--- src/rtl/pi_phase_ctrl_if.sv ---
// Bundle between the CDR loop filter (master) and the phase-interpolator code controller (slave).
// The mixer-facing code and decodes travel back on the same bundle.
interface pi_phase_ctrl_if #(
  parameter int FINE_W = 8,
  parameter int QUAD_W = 2,
  parameter int STEP_W = 4,
  parameter int DIV_W  = 4
);
  logic                       en;
  logic                       up;
  logic                       dn;
  logic [STEP_W-1:0]          step;
  logic [DIV_W-1:0]           upd_div;
  logic                       load;
  logic [QUAD_W+FINE_W-1:0]   load_code;
  logic [QUAD_W+FINE_W-1:0]   Code;
  logic [FINE_W-1:0]          weight_p2;
  logic [FINE_W-1:0]          weight_p1;
  logic [(1<<QUAD_W)-1:0]     phase_sel;
  logic                       busy;
  logic                       wrap_pulse;
  logic                       miss;

  modport master (
    output en, up, dn, step, upd_div, load, load_code,
    input  Code, weight_p2, weight_p1, phase_sel, busy, wrap_pulse, miss
  );

  modport slave (
    input  en, up, dn, step, upd_div, load, load_code,
    output Code, weight_p2, weight_p1, phase_sel, busy, wrap_pulse, miss
  );
endinterface

--- src/rtl/pi_phase_ctrl.sv ---
// Phase-interpolator code controller: turns rate-divided up/dn decisions into a {quadrant, fine}
// mixer code, walking quadrant crossings through the equivalent-phase edge so the mixer never glitches.
module pi_phase_ctrl #(
  parameter int FINE_W        = 8,
  parameter int QUAD_W        = 2,
  parameter int STEP_W        = 4,
  parameter int DIV_W         = 4,
  parameter int SETTLE_CYCLES = 4
) (
  input  logic           CLK,
  input  logic           rst_n,
  pi_phase_ctrl_if.slave bus
);

  localparam int CODE_W = QUAD_W + FINE_W;
  localparam int NPH    = 1 << QUAD_W;
  localparam int CNT_W  = $clog2(SETTLE_CYCLES + 1);
  localparam logic [QUAD_W-1:0] QMAX     = '1;
  localparam logic [CNT_W-1:0]  HOLD_END = CNT_W'(SETTLE_CYCLES - 1);

  typedef enum logic [1:0] {
    IDLE   = 2'd0,
    EDGE   = 2'd1,
    SWAP   = 2'd2,
    SETTLE = 2'd3
  } state_t;

  state_t             state;
  logic [CODE_W-1:0]  code;
  logic [CODE_W-1:0]  target;
  logic               dir_up;
  logic [CNT_W-1:0]   hold_cnt;
  logic [DIV_W-1:0]   div_cnt;
  logic               busy_r;
  logic               wrap_r;
  logic               miss_r;

  logic               tick;
  logic               req_nz;
  logic               req_up;
  logic [CODE_W-1:0]  tgt_nxt;
  logic               crosses;

  function automatic logic [QUAD_W-1:0] quad_of(input logic [CODE_W-1:0] c);
    return c[CODE_W-1:FINE_W];
  endfunction

  // Modular add/subtract of the step; the code space wraps through quadrant max -> 0.
  function automatic logic [CODE_W-1:0] step_code(input logic [CODE_W-1:0] c,
                                                  input logic [STEP_W-1:0] s,
                                                  input logic              inc);
    logic [CODE_W-1:0] s_ext;
    s_ext = CODE_W'(s);
    return inc ? (c + s_ext) : (c - s_ext);
  endfunction

  // Last fine position in the current quadrant before handing over to the neighbouring pair.
  function automatic logic [CODE_W-1:0] edge_code(input logic [QUAD_W-1:0] q,
                                                  input logic              inc);
    return inc ? {q, {FINE_W{1'b1}}} : {q, {FINE_W{1'b0}}};
  endfunction

  // Same physical phase as edge_code, expressed in the neighbouring quadrant.
  function automatic logic [CODE_W-1:0] equiv_code(input logic [QUAD_W-1:0] q,
                                                   input logic              inc);
    logic [QUAD_W-1:0] qn;
    qn = inc ? (q + QUAD_W'(1)) : (q - QUAD_W'(1));
    return inc ? {qn, {FINE_W{1'b0}}} : {qn, {FINE_W{1'b1}}};
  endfunction

  function automatic logic is_wrap(input logic [QUAD_W-1:0] q_old,
                                   input logic [QUAD_W-1:0] q_new);
    return ((q_old == QMAX) && (q_new == '0)) || ((q_old == '0) && (q_new == QMAX));
  endfunction

  always_comb begin
    tick    = bus.en && (div_cnt == bus.upd_div);
    req_up  = bus.up;
    req_nz  = tick && (bus.up ^ bus.dn) && (bus.step != '0);
    tgt_nxt = step_code(code, bus.step, req_up);
    crosses = (quad_of(tgt_nxt) != quad_of(code));
  end

  always_ff @(posedge CLK or negedge rst_n) begin
    if (!rst_n) begin
      state    <= IDLE;
      code     <= '0;
      target   <= '0;
      dir_up   <= 1'b0;
      hold_cnt <= '0;
      div_cnt  <= '0;
      busy_r   <= 1'b0;
      wrap_r   <= 1'b0;
      miss_r   <= 1'b0;
    end else begin
      div_cnt <= (!bus.en || tick) ? '0 : (div_cnt + DIV_W'(1));
      wrap_r  <= 1'b0;
      // A live request is dropped whenever it cannot act: mid-sequence or pre-empted by a load.
      miss_r  <= req_nz && (busy_r || bus.load);

      if (bus.load) begin
        code     <= bus.load_code;
        state    <= SETTLE;
        busy_r   <= 1'b1;
        hold_cnt <= '0;
      end else begin
        unique case (state)
          IDLE: begin
            if (req_nz) begin
              if (!crosses) begin
                code <= tgt_nxt;
              end else begin
                code     <= edge_code(quad_of(code), req_up);
                target   <= tgt_nxt;
                dir_up   <= req_up;
                state    <= EDGE;
                busy_r   <= 1'b1;
                hold_cnt <= '0;
              end
            end
          end
          EDGE: begin
            if (hold_cnt == HOLD_END) begin
              code     <= equiv_code(quad_of(code), dir_up);
              wrap_r   <= is_wrap(quad_of(code), quad_of(equiv_code(quad_of(code), dir_up)));
              state    <= SWAP;
              hold_cnt <= '0;
            end else begin
              hold_cnt <= hold_cnt + CNT_W'(1);
            end
          end
          SWAP: begin
            if (hold_cnt == HOLD_END) begin
              code   <= target;
              state  <= IDLE;
              busy_r <= 1'b0;
            end else begin
              hold_cnt <= hold_cnt + CNT_W'(1);
            end
          end
          SETTLE: begin
            if (hold_cnt == HOLD_END) begin
              state  <= IDLE;
              busy_r <= 1'b0;
            end else begin
              hold_cnt <= hold_cnt + CNT_W'(1);
            end
          end
          default: state <= IDLE;
        endcase
      end
    end
  end

  assign bus.Code       = code;
  assign bus.weight_p2  = code[FINE_W-1:0];
  assign bus.weight_p1  = ~code[FINE_W-1:0];
  assign bus.phase_sel  = NPH'(1) << quad_of(code);
  assign bus.busy       = busy_r;
  assign bus.wrap_pulse = wrap_r;
  assign bus.miss       = miss_r;

  a_busy_state: assert property (@(posedge CLK) disable iff (!rst_n)
    busy_r == (state != IDLE));
  a_sel_onehot: assert property (@(posedge CLK) disable iff (!rst_n)
    $onehot(bus.phase_sel));

endmodule

--- src/flat_wrapper.sv ---
// flat-port wrapper written by rule: the top's interface ports become plain ports
module pi_phase_ctrl_flat 
#(
  parameter int FINE_W        = 8,
  parameter int QUAD_W        = 2,
  parameter int STEP_W        = 4,
  parameter int DIV_W         = 4,
  parameter int SETTLE_CYCLES = 4
)
  (CLK, rst_n, bus_en, bus_up, bus_dn, bus_step, bus_upd_div, bus_load, bus_load_code, bus_Code, bus_weight_p2, bus_weight_p1, bus_phase_sel, bus_busy, bus_wrap_pulse, bus_miss);
  pi_phase_ctrl_if #(.FINE_W(FINE_W), .QUAD_W(QUAD_W), .STEP_W(STEP_W), .DIV_W(DIV_W)) bus_i ();
  input  logic CLK;
  input  logic rst_n;
  input wire logic [$bits(bus_i.en)-1:0] bus_en;
  input wire logic [$bits(bus_i.up)-1:0] bus_up;
  input wire logic [$bits(bus_i.dn)-1:0] bus_dn;
  input wire logic [$bits(bus_i.step)-1:0] bus_step;
  input wire logic [$bits(bus_i.upd_div)-1:0] bus_upd_div;
  input wire logic [$bits(bus_i.load)-1:0] bus_load;
  input wire logic [$bits(bus_i.load_code)-1:0] bus_load_code;
  output wire logic [$bits(bus_i.Code)-1:0] bus_Code;
  output wire logic [$bits(bus_i.weight_p2)-1:0] bus_weight_p2;
  output wire logic [$bits(bus_i.weight_p1)-1:0] bus_weight_p1;
  output wire logic [$bits(bus_i.phase_sel)-1:0] bus_phase_sel;
  output wire logic [$bits(bus_i.busy)-1:0] bus_busy;
  output wire logic [$bits(bus_i.wrap_pulse)-1:0] bus_wrap_pulse;
  output wire logic [$bits(bus_i.miss)-1:0] bus_miss;
  assign bus_i.en = bus_en;
  assign bus_i.up = bus_up;
  assign bus_i.dn = bus_dn;
  assign bus_i.step = bus_step;
  assign bus_i.upd_div = bus_upd_div;
  assign bus_i.load = bus_load;
  assign bus_i.load_code = bus_load_code;
  assign bus_Code = bus_i.Code;
  assign bus_weight_p2 = bus_i.weight_p2;
  assign bus_weight_p1 = bus_i.weight_p1;
  assign bus_phase_sel = bus_i.phase_sel;
  assign bus_busy = bus_i.busy;
  assign bus_wrap_pulse = bus_i.wrap_pulse;
  assign bus_miss = bus_i.miss;
  pi_phase_ctrl #(.FINE_W(FINE_W), .QUAD_W(QUAD_W), .STEP_W(STEP_W), .DIV_W(DIV_W), .SETTLE_CYCLES(SETTLE_CYCLES)) u_core (.CLK(CLK), .rst_n(rst_n), .bus(bus_i));
endmodule
--- config.mk ---
export PLATFORM = sky130hd
export DESIGN_NAME = pi_phase_ctrl_flat
export DESIGN_NICKNAME = d
export VERILOG_FILES = /design/src/rtl/pi_phase_ctrl_if.sv /design/src/rtl/pi_phase_ctrl.sv /design/src/flat_wrapper.sv
export SDC_FILE = /design/constraint.sdc
export NUM_CORES = 1
export LEC_CHECK = 0
export BUFFER_PORTS_ARGS = -buffer_cell sky130_fd_sc_hd__buf_4
export CAP_MARGIN = 10
export CELL_PAD_IN_SITES_DETAIL_PLACEMENT = 1
export CELL_PAD_IN_SITES_GLOBAL_PLACEMENT = 1
export CORE_MARGIN = 1
export CORE_UTILIZATION = 42
export CTS_BUF_LIST = sky130_fd_sc_hd__clkbuf_8
export CTS_CLUSTER_SIZE = 24
export DETAILED_ROUTE_END_ITERATION = 16
export GPL_TIMING_DRIVEN = 0
export PLACE_DENSITY_LB_ADDON = 0.1
export SLEW_MARGIN = 0
export SYNTH_ARGS = -nofsm -noshare
export SYNTH_HDL_FRONTEND = slang
export SYNTH_SLANG_ARGS = --single-unit
--- constraint.sdc ---
create_clock -name CLK -period 3.4 [get_ports CLK]
set_input_delay 0 -clock CLK [delete_from_list [all_inputs] [get_ports CLK]]
set_output_delay 0 -clock CLK [all_outputs]
set_load 0.1 [all_outputs]
== Yosys cells after proc, flatten, opt, wreduce, memory -nomap -nowiden ==
Index checks and enable logic that the tools add are counted.

* Add/subtract/negate cells: 6
* Equality and inequality tests: 15
* Shift operators: 1
* Mux-type cells: 31
* Bitwise gates (word level): 3
* Reductions and logical operators: 23

{| class="wikitable"
|+ Operator list
! operator !! number
|-
| 10-bit 2-to-1 mux || 6
|-
| 10-bit case mux with 3 select lines || 1
|-
| 8-bit 2-to-1 mux || 2
|-
| 4-bit AND reduction || 4
|-
| 3-bit 2-to-1 mux || 5
|-
| 2-bit 2-to-1 mux || 6
|-
| 3-bit by 2-bit != test with 1-bit output (second input constant) || 4
|-
| 10-bit by 4-bit adder with 10-bit output || 1
|-
| 10-bit by 4-bit subtractor with 10-bit output || 1
|-
| 3-bit case mux with 3 select lines || 1
|-
| 2-bit == test (second input constant) || 4
|-
| 8-bit NOT || 1
|-
| 4-bit nonzero test || 2
|-
| 1-bit 2-to-1 mux || 7
|-
| 1-bit logical AND || 6
|-
| 2-bit logical NOT || 3
|-
| 3-bit != test (second input constant) || 2
|-
| 2-bit case mux with 3 select lines || 1
|-
| 5-bit AND reduction || 1
|-
| 4-bit by 1-bit adder with 4-bit output (second input constant) || 1
|-
| 4-bit == test || 1
|-
| 4-bit 2-to-1 mux || 1
|-
| 1-bit by 2-bit left shift with 4-bit output (first input constant) || 1
|-
| 3-bit by 1-bit adder with 3-bit output (second input constant) || 1
|-
| 14 further kinds || 16
|}

* Register bits: 33
* Input bits: 24
* Output and inout bits: 33
* Logic and storage cells: 89

== Longest topological paths before layout ==
* Depth after elaboration: 8
* Mapped depth: 13
* Gate-level depth less buffers: 12

== Worst setup path before layout ==
No wires, ideal clock.

* Path kind: reg-to-reg
* Start: register u_core.code[1], in the netlist u_core.bus.Code[1]
* End: register u_core.code[7], in the netlist u_core.bus.Code[7]
* Setup time: 87 ps
* Arrival: 3933 ps
* Data required time: 3313 ps
* Path slack: -621 ps
* Cell stages (with the launch flop): 10
* Buffers on the path: 0
* Clock period less this slack: 4021 ps
* Cell sequence: dfrtp_1 inv_1 fa_1 nand2b_1 a21oi_2 nor3b_1 nor4_1 o41ai_4 or4_1 o211ai_1

* Word-level cells in the longest chain between the ends: 7
* Elaborated cells between the ends (all ways): 8
* Those cells by class: add/sub: 2; eq/ne: 1; mux: 5

{| class="wikitable"
|+ RTL lines
! element !! line !! text
|-
| start, declared || pi_phase_ctrl.sv:29 || <nowiki>logic [CODE_W-1:0] code;</nowiki>
|-
| start signal, assigned || pi_phase_ctrl.sv:102 || <nowiki>code <= bus.load_code;</nowiki>
|-
| start signal, assigned || pi_phase_ctrl.sv:111 || <nowiki>code <= tgt_nxt;</nowiki>
|-
| start signal, assigned || pi_phase_ctrl.sv:113 || <nowiki>code <= edge_code(quad_of(code), req_up);</nowiki>
|-
| 10-bit by 4-bit subtractor with 10-bit output or 10-bit by 4-bit adder with 10-bit output (tied branches) || pi_phase_ctrl.sv:54 || <nowiki>return inc ? (c + s_ext) : (c - s_ext);</nowiki>
|-
| 10-bit 2-to-1 mux * || pi_phase_ctrl.sv:54 ||
|-
| 2-bit != test || pi_phase_ctrl.sv:81 || <nowiki>crosses = (quad_of(tgt_nxt) != quad_of(code));</nowiki>
|-
| 10-bit 2-to-1 mux * || pi_phase_ctrl.sv:110 || <nowiki>if (!crosses) begin</nowiki>
|-
| 10-bit 2-to-1 mux * || pi_phase_ctrl.sv:109 || <nowiki>if (req_nz) begin</nowiki>
|-
| 10-bit case mux with 3 select lines * || pi_phase_ctrl.sv:107 || <nowiki>unique case (state)</nowiki>
|-
| 10-bit 2-to-1 mux * || pi_phase_ctrl.sv:101 || <nowiki>if (bus.load) begin</nowiki>
|}

Every way passes the cells marked *; elsewhere a longest branch is shown, timed or not. The select of a mux whose other input is x is not followed.
A chain may end at the register's enable or synchronous reset.

== Final worst setup path ==
* Start: input port bus_step[1]
* End: register u_core.target[6]

* Word-level cells in the longest chain between the ends: 4
* Elaborated cells between the ends (all ways): 7
* Those cells by class: add/sub: 2; eq/ne: 1; mux: 1; reduce/logical: 3

{| class="wikitable"
|+ RTL lines
! element !! line !! text
|-
| start, declared || flat_wrapper.sv:17 || <nowiki>input wire logic [$bits(bus_i.step)-1:0] bus_step;</nowiki>
|-
| 10-bit by 4-bit subtractor with 10-bit output or 10-bit by 4-bit adder with 10-bit output (tied branches) || pi_phase_ctrl.sv:54 ||
|-
| 10-bit 2-to-1 mux || pi_phase_ctrl.sv:54 ||
|-
| 2-bit != test || pi_phase_ctrl.sv:81 ||
|-
| 4-bit AND reduction (no line) || - ||
|-
| end signal, assigned || pi_phase_ctrl.sv:114 || <nowiki>target <= tgt_nxt;</nowiki>
|-
| end, declared || pi_phase_ctrl.sv:30 || <nowiki>logic [CODE_W-1:0] target;</nowiki>
|}

Several ways; a longest one is shown, not always the timed one.

==> flow_summary_export.csv <==
group,metric,value,unit
clock_tree,cts_tree,"yes",
yosys,synthMuxAreaShare,4.56,%
cells_and_area,nNetsFinal,423,
outcome,status,"finished with violations",
detailed_routing,drt_iter0_markers,81,
clock_tree,post_cts_buffers,0,
yosys,syn-num-nets,360,
yosys,synth_area_leaders,"dfrtp_1 (31%), ha_1 (9.8%), nand2_1 (5.9%)",
grt,gr-total-overflow,0,
yosys,synth_fa_ha_area_share,10.5,%
worst_setup_path,worstRegToRegCells,11,
clock_tree,root_buffer,"clkbuf_8",
worst_setup_path,arrival,3.21,ns
timing,worstMarginPinSlew,0.661,ns
detailed_routing,dr.pass1.iters,4,
timing,slew_headroom,55.9,%
yosys,synth.most_common_cell,"nand2_1",
die,die_y,82.1,um
worst_setup_path,critPathRequiredTime,3.58,ns
die,start_util,44.4,%
grt,antenna_found_initial,0,
yosys,synthCells,314,
worst_setup_path,cp-start-kind,"input pin",
timing,fin_skew,0.00828,ns
grt,first_global_vias,2570,
clock_tree,clk_path_buf_depth,2,
cells_and_area,diodes,0,
timing,drv_slew,0,
detailed_routing,drc,0,
hold_path,hold_path_end,"u_core.bus.Code[8]$_DFFE_PN0P_",
timing,whs,-0.00152,ns
yosys,yosysWarnings,0,
timing,finalSetupTns,0,ns
hold_path,holdPathStages,3,
yosys,synth-simple-area-share,20.2,%
detailed_routing,viasPerCell,5.72,
detailed_routing,post_drt_wl_per_cell,17.8,um
worst_setup_path,crit_fanout,10,
timing,rsz0062_at_grt,"no",
die,fp.coreArea,6060,um2
cells_and_area,drive_above_1_share,26.5,%
worst_setup_path,rr_startpoint,"u_core.bus.Code[0]$_DFFE_PN0P_",
clock_tree,htree_levels,2,
clock_tree,clk_latency,0.29,ns
clock_tree,cts_buffers,5,
yosys,synth_edf_count,0,
yosys,async_reset_ff_share,100,%
die,rows,28,
hold_path,min-delay-start,"bus_load_code[8]",
outcome,violations,"negative hold slack",
die,die_x,82.1,um
yosys,synth_xor_area_share,4.88,%
grt,grt_util_all_layers,25.6,%
die,io_pins,57,
detailed_routing,postRouteAntennaNets,0,
timing,setup_violations,0,
flow_run,timing.max_cap.violations,0,
hold_path,hold_class,"in2reg",
timing,period_share,89.2,%
place,dpl.hpwl,6180,um
yosys,ys_types,62,
timing,min_period,3.03,ns
place,numPortBuffers,54,
yosys,avgSynthCellArea,8.57,um2
yosys,ys_seq_elements,33,
yosys,synthFlopType,"dfrtp_1",
yosys,synth_top_family_by_area,"compound AO/OA/AOI/OAI gates",
grt,grt_pass1_wl,12700,um
worst_setup_path,cp-end-kind,"flip-flop",
yosys,synth_top_area_share,30.7,%
clock_tree,cts.sinks,33,
clock_tree,clk_pin_slew_worst_paths,0.08,ns
worst_setup_path,r2r_end,"u_core.target[6]$_DFFE_PN0P_",
cells_and_area,syn_to_final_growth,23.3,%
detailed_routing,wl,8050,um
worst_setup_path,crit_type,"in2reg",
timing,hold_violations,1,
yosys,netlist_area,2690,um2
yosys,synth_compound_area_share,21.8,%
die,dieArea,6730,um2
yosys,synth_area_leader_cell,"dfrtp_1",
worst_setup_path,rrSetupSlack,0.39,ns
timing,max_freq,330,MHz
yosys,synth-seq-area-share,30.7,%
grt,grt_max_degree,34,
detailed_routing,vias,2593,
yosys,synth_common_cells,"nand2_1 (42), dfrtp_1 (33), inv_1 (24), nor2_1 (24), ha_1 (21)",
place,gp_congestion,0.812,
## cell families (layout without fill, tap and decap cells)
| kind of cell | Yosys count | in the layout |
|---|---|---|
| AO/OA/AOI/OAI | 79 | 79 |
| XOR/XNOR | 15 | 15 |
| adder cells (fa/ha/maj) | 22 | 22 |
| buffers and inverters | 43 | 107 |
| flip-flops | 33 | 33 |
| multiplexers | 11 | 11 |
| AND/OR/NAND/NOR | 111 | 111 |
## worst max-delay path: stages
cell,delay [ns]
buf_4,0.13
nor3_1,0.20
ha_1,0.25
mux2_2,0.26
ha_1,0.34
and2_4,0.16
a221o_1,0.36
o21ai_0,0.31
o211ai_2,0.25
a31o_4,0.32
nor2_4,0.11
buf_6,0.17
mux2_2,0.34
## layout by cell type (no fill, tap or decap), types with 2 or more instances in the layout
cell and count:
a211o_1 2, a21boi_0 5, a21o_1 3, a21oi_1 12
a21oi_2 2, a22oi_1 2, a311oi_1 3, a31oi_1 3
and2_1 2, buf_4 62, clkbuf_1 9, clkbuf_8 5
clkinv_2 2, clkinvlp_4 2, dfrtp_1 32, dlygate4sd3_1 2
ha_1 21, inv_1 23, mux2_2 10, nand2_1 42
nand2b_1 5, nand3_1 9, nand4_1 3, nor2_1 24
nor2b_1 2, nor3_1 4, nor3b_1 3, nor4_1 3
nor4_2 2, o211ai_1 2, o21a_1 2, o21ai_0 14
o21ai_1 3, o221ai_1 3, o31a_1 7, o31ai_1 2
or2_2 2, xnor2_1 12, xor2_1 3
## registers in the layout (all words and copies together) (netlist names)
name	cells
u_core.bus.Code	10
u_core.bus.busy	1
u_core.bus.miss	1
u_core.bus.wrap_pulse	1
u_core.dir_up	1
u_core.div_cnt	4
u_core.hold_cnt	3
u_core.state	2
u_core.target	10
## final cells by class
type / count / area, um2
Buffer: 19 / 110
Clock buffer: 5 / 68.8
Clock inverter: 3 / 17.5
Fill cell: 743 / 2740
Inverter: 24 / 93.8
Multi-Input combinational cell: 238 / 1680
Sequential cell: 33 / 830
Tap cell: 75 / 93.8
Timing Repair Buffer: 56 / 425
## metal layers
layer  up-vias  wire length (um)  share of wire, %  GRT usage [%]
li1       1230                 -                 -              -
met1      1286              3700                46           32.9
met2        63              3940                49           44.5
met3        14               262               3.3           3.11
met4         0               136               1.7           7.54
met5         -                 0                 0              0
## timing repair
item                                   in CTS  in global routing
endpoints found under the hold margin      34                  0
hold buffers                                2                  0
gates resized for setup                     0                  0
## per-stage QoR
stage	util, %	cell area, um2	setup WS (ns)	hold WS (ns)	instances
final	54.7	3320	0.368	-0.00152	453
after CTS	54.7	3320	0.352	0.00460	453
after global routing	54.7	3320	0.172	0.0136	453
after global placement	53.0	3210	0.108	-0.0136	443
after floorplan	-	2710	0.0237	-0.296	314
after detailed placement	53.0	3210	0.0438	-0.0112	443
## worst max path at each step
stage	end	depth (start not counted)	startpoint	slack, ns
after floorplan	u_core.target[0]$_DFFE_PN0P_	10	u_core.bus.Code[1]$_DFFE_PN0P_	0.02
final	u_core.target[6]$_DFFE_PN0P_	13	bus_step[1]	0.37
after detailed placement	u_core.target[3]$_DFFE_PN0P_	13	bus_step[1]	0.04
after global placement	u_core.target[0]$_DFFE_PN0P_	13	bus_step[1]	0.11
after CTS	u_core.target[3]$_DFFE_PN0P_	13	bus_step[1]	0.35
after global routing	u_core.target[9]$_DFFE_PN0P_	13	bus_step[1]	0.17
Power is left out: the tool's default activity adds up to more than one toggle a clock period on the data nets, which glitch-free logic cannot reach.
